## src/rtl/spike_rate_decoder.sv

```systemverilog
// rtl/spike_rate_decoder.sv - spike-train to firing-rate word decoder with valid/ready output
module spike_rate_decoder #(
  parameter int WINDOW_LOG2 = 8,
  parameter int CNT_W       = 8
) (
  input  logic                   clk,
  input  logic                   reset,
  input  logic                   enable,
  input  logic                   spike,
  output logic [CNT_W-1:0]       rate,
  output logic                   rate_valid,
  input  logic                   rate_ready,
  output logic                   overrun,
  output logic [WINDOW_LOG2-1:0] win_pos
);

  typedef enum logic {IDLE, COUNT} state_t;

  localparam logic [CNT_W-1:0]       CNT_MAX  = '1;
  localparam logic [CNT_W-1:0]       CNT_ONE  = {{(CNT_W-1){1'b0}}, 1'b1};
  localparam logic [WINDOW_LOG2-1:0] POS_LAST = '1;
  localparam logic [WINDOW_LOG2-1:0] POS_ONE  = {{(WINDOW_LOG2-1){1'b0}}, 1'b1};

  state_t           state, state_next;
  logic             spike_d;
  logic             spike_edge;
  logic [CNT_W-1:0] count;
  logic [CNT_W-1:0] count_sum;
  logic             counting;
  logic             win_end;
  logic             xfer;

  assign spike_edge = spike & ~spike_d;
  assign xfer       = rate_valid & rate_ready;

  always_comb begin
    count_sum = count;
    if (spike_edge && (count != CNT_MAX)) begin
      count_sum = count + CNT_ONE;
    end
  end

  // A COUNT cycle with enable low discards the partial window instead of counting.
  always_comb begin
    state_next = state;
    counting   = 1'b0;
    win_end    = 1'b0;
    case (state)
      IDLE: begin
        if (enable) begin
          state_next = COUNT;
        end
      end
      COUNT: begin
        if (!enable) begin
          state_next = IDLE;
        end else begin
          counting = 1'b1;
          win_end  = (win_pos == POS_LAST);
        end
      end
      default: state_next = IDLE;
    endcase
  end

  always_ff @(posedge clk) begin
    if (reset) begin
      state <= IDLE;
    end else begin
      state <= state_next;
    end
  end

  always_ff @(posedge clk) begin
    if (reset) begin
      spike_d    <= 1'b0;
      count      <= '0;
      win_pos    <= '0;
      rate       <= '0;
      rate_valid <= 1'b0;
      overrun    <= 1'b0;
    end else begin
      spike_d <= spike;
      if (counting) begin
        win_pos <= win_pos + POS_ONE;
        count   <= win_end ? '0 : count_sum;
      end else begin
        win_pos <= '0;
        count   <= '0;
      end
      // A window end wins over a same-cycle transfer, so valid stays high with the new rate.
      if (win_end) begin
        rate       <= count_sum;
        rate_valid <= 1'b1;
        if (rate_valid && !rate_ready) begin
          overrun <= 1'b1;
        end
      end else if (xfer) begin
        rate_valid <= 1'b0;
      end
    end
  end

endmodule

```

## config.mk

```make
export PLATFORM = sky130hd
export DESIGN_NAME = spike_rate_decoder
export DESIGN_NICKNAME = d
export VERILOG_FILES = /design/src/rtl/spike_rate_decoder.sv
export SDC_FILE = /design/constraint.sdc
export NUM_CORES = 1
export LEC_CHECK = 0
export ABC_AREA = 1
export CAP_MARGIN = 20
export CORE_ASPECT_RATIO = 0.6
export CORE_MARGIN = 10
export CORE_UTILIZATION = 50
export DETAILED_ROUTE_END_ITERATION = 6
export GPL_TIMING_DRIVEN = 0
export PLACE_DENSITY = 0.77
export SYNTH_ARGS = -nofsm -noshare
export SYNTH_HDL_FRONTEND = slang
export SYNTH_SLANG_ARGS = --single-unit
```

## constraint.sdc

```tcl
create_clock -name clk -period 2.1 [get_ports clk]
set_input_delay 0.315 -clock clk [delete_from_list [all_inputs] [get_ports clk]]
set_output_delay 0.315 -clock clk [all_outputs]
set_load 0.005 [all_outputs]
```

==> results of run 1 <==
-- worst max-delay path by stage --
stage	endpoint	slack, ps	cells past startpoint
final	win_pos[4]	400	1
after global routing	win_pos[4]	350	1
after CTS	win_pos[4]	390	1
after detailed placement	win_pos[4]	350	5
after global placement	win_pos[4]	410	5
after floorplan	rate[0]	780	8
-- cell type report --
type	instances	share of cell area (%)
well taps	30	2.44
multi-input cells	110	37.9
flip-flops and latches	28	36.4
inverters	22	5.37
clock buffers	4	3.58
repair buffers	22	14.3
-- power by group through the flow --
stage / Sequential [mW] / Combinational (mW) / Clock (mW)
3_3_place_gp: 0.547 / 0.0282 / 0
5_1_grt: 0.536 / 0.0320 / 0.354
3_5_place_dp: 0.548 / 0.0287 / 0
4_1_cts: 0.535 / 0.0289 / 0.333
2_1_floorplan: 0.547 / 0.0137 / 0
6_report: 0.535 / 0.0290 / 0.330
-- state kept, by name, summed over array words and instances, names as in the netlist --
signal	flops
count	8
overrun	1
rate	8
rate_valid	1
spike_d	1
state	1
win_pos	8
-- stage by stage --
step                      area, um^2  total power, mW  hold WS, ps  instances
after detailed placement        1480            0.576          449        212
after global placement          1480            0.576          438        212
final                           1540            0.895          472        216
after floorplan                 1230            0.561          384        160
after global routing            1540            0.921          482        216
after CTS                       1540            0.897          471        216
-- cell usage in the layout (no fill, tap or decap), drive strengths merged, types with 2 or more instances in the layout --
cell	synthesis	routed
a21oi	13	13
clkbuf	0	4
clkdlybuf4s50	0	22
dfxtp	28	28
ha	2	2
inv	22	22
nand2	39	39
nand3	11	11
nand4	5	5
nor2	29	29
o21a	2	2
o21ai	2	2
-- cell usage after synthesis (2+ instances only) --
cell	instances
nor2_1	24
o21a_1	2
dfxtp_1	28
a21oi_1	13
inv_1	20
nor2_2	3
nand2_2	4
inv_2	2
ha_1	2
nand2_1	35
nand3_1	10
nand4_1	4
o21ai_0	2
-- per-layer routing --
| metal | share of wire [%] | routed length [um] | vias to the layer above | global-route usage [%] |
|---|---|---|---|---|
| met1 | 49 | 1330 | 473 | 14.4 |
| li1 | - | - | 563 | - |
| met5 | 0 | 0 | - | 0 |
| met3 | 6.5 | 176 | 4 | 4.95 |
| met2 | 43 | 1170 | 24 | 17.0 |
| met4 | 0.74 | 20 | 0 | 2.85 |
-- logic make-up after synthesis --
| kind of cell | share of synthesized area [%] |
|---|---|
| xor+xnor | 1.43 |
| compound gates | 8.57 |
| simple gates | 35.5 |
| flops | 45.7 |
| buf+inv | 6.73 |
| fa+ha+maj | 2.04 |
==> results.md, run 1 <==
- Status: finished clean
- First-pass DRT Iterations: 4
- Number of buffers on the longest clock path: 2
- Row count: 13
- Period utilization: 80.9%
- GRT Residual Overflow: 0
- Post-synthesis sequential element count: 28
- Total wire length after detailed routing: 2.69 mm
- Tot GR Track Use: 11.3%
- Half-perimeter wire length of the detailed placement result: 2.06 mm
- Number of enable-type register cells in the synthesized netlist: 0
- Pin count of the biggest net entering global routing: 16
- Worst R2R Start: win_pos[0]
- I/O pin total: 23
- H-tree levels: 1
- Net count after synthesis: 167
- Library cell used as clock root buffer: clkbuf_8
- Port Buffers: 22
- Max-Cap Viols: 0
- Leading cell types by total area after synthesis: dfxtp_1 46%, nand2_1 11%, nor2_1 7.3%
- Class of the most critical setup path: reg -> out
- Average routed wire per standard cell: 12.5 um
- Logic gate share of total power: 3.2%
- Antenna violations before repair: 0
- Startpoint of the most critical setup path: win_pos[4]
- Critical path arrival: 1380 ps
- Overall via count from detail_route: 1,064
- Proportion of register bits with asynchronous set or reset after synthesis: 0%
- Worst r2r dst: rate[1]
- Net Switching: 0.181 mW
- Unrepaired setup endpoints after global routing: no
- Placeable core region: 2240 um^2
- Fill cells: 186
- R2r worst-path depth: 8
- Vias in the first global route: 969
- Post-synthesis sequential area ratio: 45.7%
- Die height: 58.4 um
- Cell Pwr Density: 581 nW/um^2
- Starting utilization of the core area: 54.6%
- Path category of the worst min-delay check: reg -> reg
- Die width: 83.9 um
- Core occupancy in the finished layout: 68.6%
- Start point of the worst hold path: win_pos[0]
- Clock Pin Slew Worst Setup and Hold Paths: 90 ps
- Number of hold buffers added after cts: 0
- Area added between synthesis and finish: 25.5%
- Footprint of the multi-input gates: 583 um^2
- Clk_skew: 2.04 ps
- Area enclosed by the die boundary: 4900 um^2
- Clk Latency, worst-skew pair: 270 ps
- Data required time of the worst path: 1780 ps
- Post-synth cell types: 24
- Static Leak: 0.637 nW
- Layout net count: 194
- Kind of capture point of the worst setup path: output port
- Kind of start point of the critical path: register
- Register share of total power: 59.8%
- Slew Viols, Final: 0
- Setup violation total in the final timing report: 0
- Chain of cells forming the critical path: clkdlybuf4s50_1
- DRC errors left: 0
- Critical Path Slowest Stage Cell: clkdlybuf4s50_1
- Tightest Pin Transition: 391 ps
- Antenna-violating nets left: 0
- Highest clock frequency the design can meet: 0.589 GHz
- CP peak stage delay: 580 ps
- Pre-CTS setup slack: 350 ps
- First-pass GRT wire length: 4.59 mm
- Largest area contributor in the synthesized netlist: dfxtp_1
- Shortest clock period the worst path allows after layout: 1700 ps
- Flip-flop and latch area: 561 um^2
- Number of buffers inserted to repair setup after CTS: 0
- Routability congestion estimate from global placement: 0.828
- Total of warnings raised by yosys: 0
- Worst-path maximum fanout: 6
- TritonCTS Buffers: 3
- Smallest setup slack after layout: 402 ps
- Number of gates resized after cts: 0
- Cell count after synthesis: 160
- Sum of buffers and inverters on the critical path: 1
- Maximum resistive drop on vdd: 0.380 mV
- Share of the synthesized area in the top cell type: 45.7%
- Number of diodes: 0
- Layout cells sized above 1: 9.68%
- Worst hold stages: 1
- Int Power: 0.713 mW
- Clock sinks: 28
- TritonCTS clock tree: built
- Power share of the clock group: 36.9%
- Worst Hold Endpoint: win_pos[0]
- Post-route setup TNS: 0 ps
- Net switching share of the total power: 20.3%
- Number of hold-slack violations in the final timing report: 0
- CP top delay family: buffers and inverters
- Number of design-rule violations left by the first detailed-router iteration: 113
- Via density: 4.93
- Avg Synthesized Cell Area: 7.66 um^2
- Max-slew headroom: 73.8%
- Most used flip-flop cell after synthesis: dfxtp_1
- Netlist area before placement: 1230 um^2
- Flop-to-flop setup slack: 610 ps
Power figures use the tool's default switching activity.
==> run 2, diff against run 1 <==
CORE_UTILIZATION = 45   (was 50)
PLACE_DENSITY = 0.73   (was 0.77)
clock period = 1.49 ns   (was 2.1 ns; I/O delays follow)
==> run 2 against run 1 <==
Net effect: sequential share of layout area decreased by 1.2 points; first-iteration DRC count rose by 35%; via count increased by 5.5%; total power is 41% higher; final area up 5.6%; sequential power is 40% higher; cell count increased by 3.2%; sequential cell count did not move; utilization shrank 5.0 points; combinational power increased by 54%; register-to-register slack got worse by 490 ps; clock skew up 8.2 ps.
==> results.md, run 2 (same netlist as run 1, synthesis figures left out) <==
- Start point of the worst hold path: overrun
- Path category of the worst min-delay check: reg -> reg
- Tightest Pin Transition: 400 ps (+9.26 ps)
- DRC errors left: 0 (unchanged)
- First-pass GRT wire length: 4.58 mm (-0.15%)
- Clk Latency, worst-skew pair: 280 ps (about the same)
- Clk_skew: 10.2 ps (+8.17 ps)
- Commonest cells after routing, fill and taps aside: 35 x nand2_1, 22 x nor2_1, 22 x dfxtp_1, 22 x clkdlybuf4s50_1, 20 x inv_1
- Die height: 60.4 um (+3.6%)
- Highest clock frequency the design can meet: 0.697 GHz
- Class of the most critical setup path: reg -> out
- Maximum resistive drop on vdd: 0.568 mV (+50%)
- Worst-path maximum fanout: 4 (-2)
- Worst R2R Start: win_pos[0]
- Total power after layout: 1.26 mW (+41%)
- Post-route setup TNS: 0 ps (unchanged)
- Total wire length after detailed routing: 3.05 mm (+13%)
- Number of diodes: 0 (unchanged)
- Antenna-violating nets left: 0 (unchanged)
- Routability congestion estimate from global placement: 0.783 (-5.5%)
- Critical path arrival: 1210 ps (-170 ps)
- Number of hold-slack violations in the final timing report: 0 (unchanged)
- Pre-CTS setup slack: -140 ps (-490 ps)
- Shortest clock period the worst path allows after layout: 1430 ps
- Worst hold slack across all endpoints: 485 ps (+13.2 ps)
- Number of buffers on the longest clock path: 2 (unchanged)
- Layout net count: 199 (+2.6%)
- I/O pin total: 23 (unchanged)
- Static Leak: 0.662 nW (+4.0%)
- H-tree levels: 1 (unchanged)
- Antenna violations before repair: 0 (unchanged)
- Max-Cap Viols: 0 (unchanged)
- Library cell used as clock root buffer: clkbuf_8
- Clock Pin Slew Worst Setup and Hold Paths: 100 ps (about the same)
- Area added between synthesis and finish: 32.6%
- Slew Viols, Final: 0 (unchanged)
- Period utilization: 96.2%
- Tot GR Track Use: 10.9% (-0.37 points)
- Cell Pwr Density: 776 nW/um^2 (+33%)
- Chain of cells forming the critical path: clkdlybuf4s50_1
- Setup violation total in the final timing report: 0 (unchanged)
- TritonCTS clock tree: built
- CP top delay family: buffers and inverters
- Sum of buffers and inverters on the critical path: 1 (unchanged)
- Row count: 14 (+1)
- Layout cells sized above 1: 16.8% (+7.1 points)
- CP peak stage delay: 530 ps (-50 ps)
- Vias in the first global route: 1,019 (+5.2%)
- Smallest setup slack after layout: 56.1 ps (-346 ps)
- Via density: 5.04 (+2.2%)
- Overall via count from detail_route: 1,123 (+5.5%)
- First-pass DRT Iterations: 4 (unchanged)
- Die width: 87.4 um (+4.1%)
- Data required time of the worst path: 1270 ps (-510 ps)
- Average routed wire per standard cell: 13.7 um (+9.7%)
- Kind of capture point of the worst setup path: output port
- Most common cell after layout, fill and taps aside: nand2_1
- Port Buffers: 22 (unchanged)
- TritonCTS Buffers: 3 (unchanged)
- Largest registers ranked by flip-flop count: count (8), rate (8), win_pos (8)
- Half-perimeter wire length of the detailed placement result: 2.25 mm (+9.3%)
- Critical Path Slowest Stage Cell: clkdlybuf4s50_1
- Startpoint of the most critical setup path: win_pos[2]
- GRT Residual Overflow: 0 (unchanged)
- Pin count of the biggest net entering global routing: 16 (unchanged)
- Starting utilization of the core area: 47.9% (-6.7 points)
- Kind of start point of the critical path: register
- Number of design-rule violations left by the first detailed-router iteration: 152 (+35%)
- Area enclosed by the die boundary: 5280 um^2 (+7.8%)
- Clock sinks: 28 (unchanged)
- Status: finished clean
- Max-slew headroom: 73.2% (-0.62 points)
- Area of all placed cells without fillers: 1630 um^2 (+5.6%)
- Instance area after placement: 1490 um^2 (+0.17%)
- Placeable core region: 2560 um^2 (+14%)
run 2: cell count changes in the layout (fill, tap and decap cells not counted), sizes merged:
cell,previous run,this run
nand2,39,40
buf,0,4
run 2: metrics by stage:
stage	std cells	util (%)
after floorplan	160	-
after global routing	223	63.6
after global placement	214	58.1
after detailed placement	214	58.1
after CTS	219	61.4
final	223	63.6
run 2: path summary, 6_finish.rpt:
kind	slack, ps	to	cells past startpoint
setup / recovery	60	win_pos[2]	1
hold / removal	490	overrun	1
setup reg to reg	120	win_pos[6]	7
hold reg to reg	490	overrun	1
run 2: repair_timing:
| item | 4_1_cts | 5_1_grt |
|---|---|---|
| hold buffers | 0 | 0 |
| resized for setup | 3 | 11 |
| pin swaps | 1 | 5 |
| cloned | 0 | 1 |
| setup endpoints to repair | 4 | 20 |
| setup buffers | 1 | 3 |
| hold endpoints to repair | 0 | 0 |
run 2: area by class of cell:
| class | count | area (um^2) |
|---|---|---|
| Clock buffer | 4 | 55.1 |
| Fill cell | 218 | 932 |
| Inverter | 22 | 82.6 |
| Multi-Input combinational cell | 111 | 612 |
| Sequential cell | 28 | 573 |
| Tap cell | 32 | 40.0 |
| Timing Repair Buffer | 26 | 263 |
run 2: where the power goes:
group	switching, mW	internal (mW)	total, mW	leakage (nW)
clock network	0.228	0.237	0.465	0.0288
registers	0.00280	0.748	0.751	0.230
logic	0.0264	0.0183	0.0447	0.404
total	0.257	1.00	1.26	0.662
run 2: routing by layer:
layer,track usage [%],share of wire (%),wire length [um]
met2,17.8,48,1460
met1,12.9,43,1320
met3,4.68,7.1,218
met5,0,0,0
met4,3.17,1.6,50
==> run 3, diff against run 2 <==
CELL_PAD_IN_SITES_DETAIL_PLACEMENT = 1   (was unset)
CELL_PAD_IN_SITES_GLOBAL_PLACEMENT = 2   (was unset)
CORE_UTILIZATION = 26   (was 45)
PLACE_DENSITY = 0.79   (was 0.73)
==> run 3 against run 2 <==
Net effect: sequential share of layout area decreased by 1.1 points; global-route usage decreased by 1.9 points; maximum frequency increased by 1.0%; highest routed layer unchanged; total power increased by 11%; clock power increased by 31%; largest cell class unchanged.
==> results.md, run 3 (same netlist as run 1, synthesis figures left out) <==
- Status: finished clean
- Startpoint of the most critical setup path: win_pos[5]
- Layout net count: 198 (-0.50%)
- Total wire length after detailed routing: 3.43 mm (+12%)
- R2r worst-path depth: 9 (+2)
- CP top delay family: buffers and inverters
- Maximum resistive drop on vdd: 0.445 mV (-22%)
- Cell Pwr Density: 830 nW/um^2 (+7.1%)
- Number of hold-slack violations in the final timing report: 0 (unchanged)
- Worst-path maximum fanout: 6 (+2)
- GRT Residual Overflow: 0 (unchanged)
- Half-perimeter wire length of the detailed placement result: 2.65 mm (+18%)
- Chain of cells forming the critical path: clkdlybuf4s50_1
- Kind of start point of the critical path: register
- Highest clock frequency the design can meet: 0.705 GHz (+1.0%)
- Tightest Pin Transition: 448 ps (+47.3 ps)
- Via density: 4.39 (-13%)
- Number of design-rule violations left by the first detailed-router iteration: 36 (-76%)
- First-pass DRT Iterations: 4 (unchanged)
- Number of diodes: 0 (unchanged)
- Commonest cells after routing, fill and taps aside: 35 x nand2_1, 22 x clkdlybuf4s50_1, 21 x nor2_1, 21 x dfxtp_1, 20 x inv_1
- Port Buffers: 22 (unchanged)
- Die height: 73.2 um (+21%)
- Max-slew headroom: 70.0% (-3.2 points)
- Clock sinks: 28 (unchanged)
- Average routed wire per standard cell: 13.5 um (-1.1%)
- Shortest clock period the worst path allows after layout: 1420 ps (-14.5 ps)
- Worst hold stages: 1 (unchanged)
- Max-Cap Viols: 0 (unchanged)
- Largest registers ranked by flip-flop count: count (8), rate (8), win_pos (8)
- Flop-to-flop setup slack: 110 ps (about the same)
- Period utilization: 95.3% (-0.97 points)
- Area added between synthesis and finish: 37.8%
- Placeable core region: 4560 um^2 (+78%)
- Fill cells: 559 (+160%)
- Number of hold buffers added after cts: 0 (unchanged)
- Total power after layout: 1.40 mW (+11%)
- Unrepaired setup endpoints after global routing: yes
- Kind of capture point of the worst setup path: output port
- H-tree levels: 1 (unchanged)
- Data required time of the worst path: 1270 ps (about the same)
- Setup violation total in the final timing report: 0 (unchanged)
- Antenna violations before repair: 0 (unchanged)
- Clock Pin Slew Worst Setup and Hold Paths: 100 ps (about the same)
- Clk Latency, worst-skew pair: 280 ps (about the same)
- Overall via count from detail_route: 1,110 (-1.2%)
- Area enclosed by the die boundary: 7950 um^2 (+51%)
- TritonCTS clock tree: built
- Worst R2R Start: win_pos[0]
- Vias in the first global route: 1,153 (+13%)
- Layout cells sized above 1: 17.4% (+0.61 points)
- Worst Hold Endpoint: win_pos[0]
- I/O pin total: 23 (unchanged)
- Core occupancy in the finished layout: 37.0% (-27 points)
- Critical path arrival: 1200 ps (about the same)
- Static Leak: 0.682 nW (+2.9%)
- Library cell used as clock root buffer: clkbuf_8
- Tot GR Track Use: 9.01% (-1.9 points)
- Most common cell after layout, fill and taps aside: nand2_1
- Number of buffers on the longest clock path: 2 (unchanged)
- Row count: 19 (+5)
- CP peak stage delay: 510 ps (-20 ps)
- Antenna-violating nets left: 0 (unchanged)
- Class of the most critical setup path: reg -> out
- Post-route setup TNS: 0 ps (unchanged)
- Start point of the worst hold path: win_pos[0]
- Worst r2r dst: rate[1]
- TritonCTS Buffers: 3 (unchanged)
- Slew Viols, Final: 0 (unchanged)
- Sum of buffers and inverters on the critical path: 1 (unchanged)
- Clk_skew: 6.99 ps (-3.21 ps)
- Starting utilization of the core area: 26.9% (-21 points)
- Path category of the worst min-delay check: reg -> reg
- DRC errors left: 0 (unchanged)
- Die width: 109 um (+24%)
- Pin count of the biggest net entering global routing: 17 (+1)
- First-pass GRT wire length: 5.66 mm (+24%)
- Routability congestion estimate from global placement: 0.796 (+1.7%)
- Critical Path Slowest Stage Cell: clkdlybuf4s50_1
run 3: changes by cell type in the layout (fill, tap and decap cells not counted), sizes merged:
| cell | previous run | this run |
|---|---|---|
| buf | 4 | 3 |
| clkbuf | 4 | 3 |
| bufinv | 0 | 1 |
run 3: where the power goes:
group | leakage [nW] | internal [mW] | switching, mW
Clock | 0.0357 | 0.360 | 0.249
Sequential | 0.231 | 0.747 | 0.00296
Combinational | 0.415 | 0.0174 | 0.0262
Total | 0.682 | 1.12 | 0.278
run 3: per-stage QoR:
stage               std cells  instance area (um^2)  worst slack, ps  hold WS, ps
floorplan                 160                  1230              171          293
global placement          245                  1530             -202          436
detailed placement        245                  1530             -205          468
CTS                       250                  1620             3.13          456
global route              253                  1690            -25.2          487
finish                    253                  1690             70.7          466
run 3: cell type report:
cell class / instances / area (um^2) / share of cell area [%]
multi-input combinational: 111 / 624 / 37.0
sequential: 28 / 577 / 34.1
timing repair buffer: 25 / 255 / 15.1
inverter: 22 / 82.6 / 4.89
tap: 63 / 78.8 / 4.67
clock buffer: 3 / 41.3 / 2.44
clock inverter: 1 / 30.0 / 1.78
run 3: repair_timing:
| action | in CTS | in global routing |
|---|---|---|
| setup buffers | 1 | 2 |
| endpoints found under the setup margin | 12 | 21 |
| gates cloned | 0 | 1 |
| pin swaps | 1 | 7 |
| gates resized for setup | 3 | 16 |
run 3: layer usage:
| layer | wire, um | track usage [%] |
|---|---|---|
| met5 | 0 | 0 |
| met4 | 48 | 3.06 |
| met3 | 170 | 2.20 |
| met2 | 1540 | 15.0 |
| met1 | 1670 | 11.1 |
run 3: worst max-delay path by stage:
stage	end	cells after the start	slack (ps)
2_1_floorplan	rate[0]	8	170
4_1_cts	win_pos[5]	1	3
3_5_place_dp	win_pos[4]	5	-200
5_1_grt	rate[7]	7	-30
6_report	win_pos[5]	1	70
3_3_place_gp	win_pos[4]	5	-200
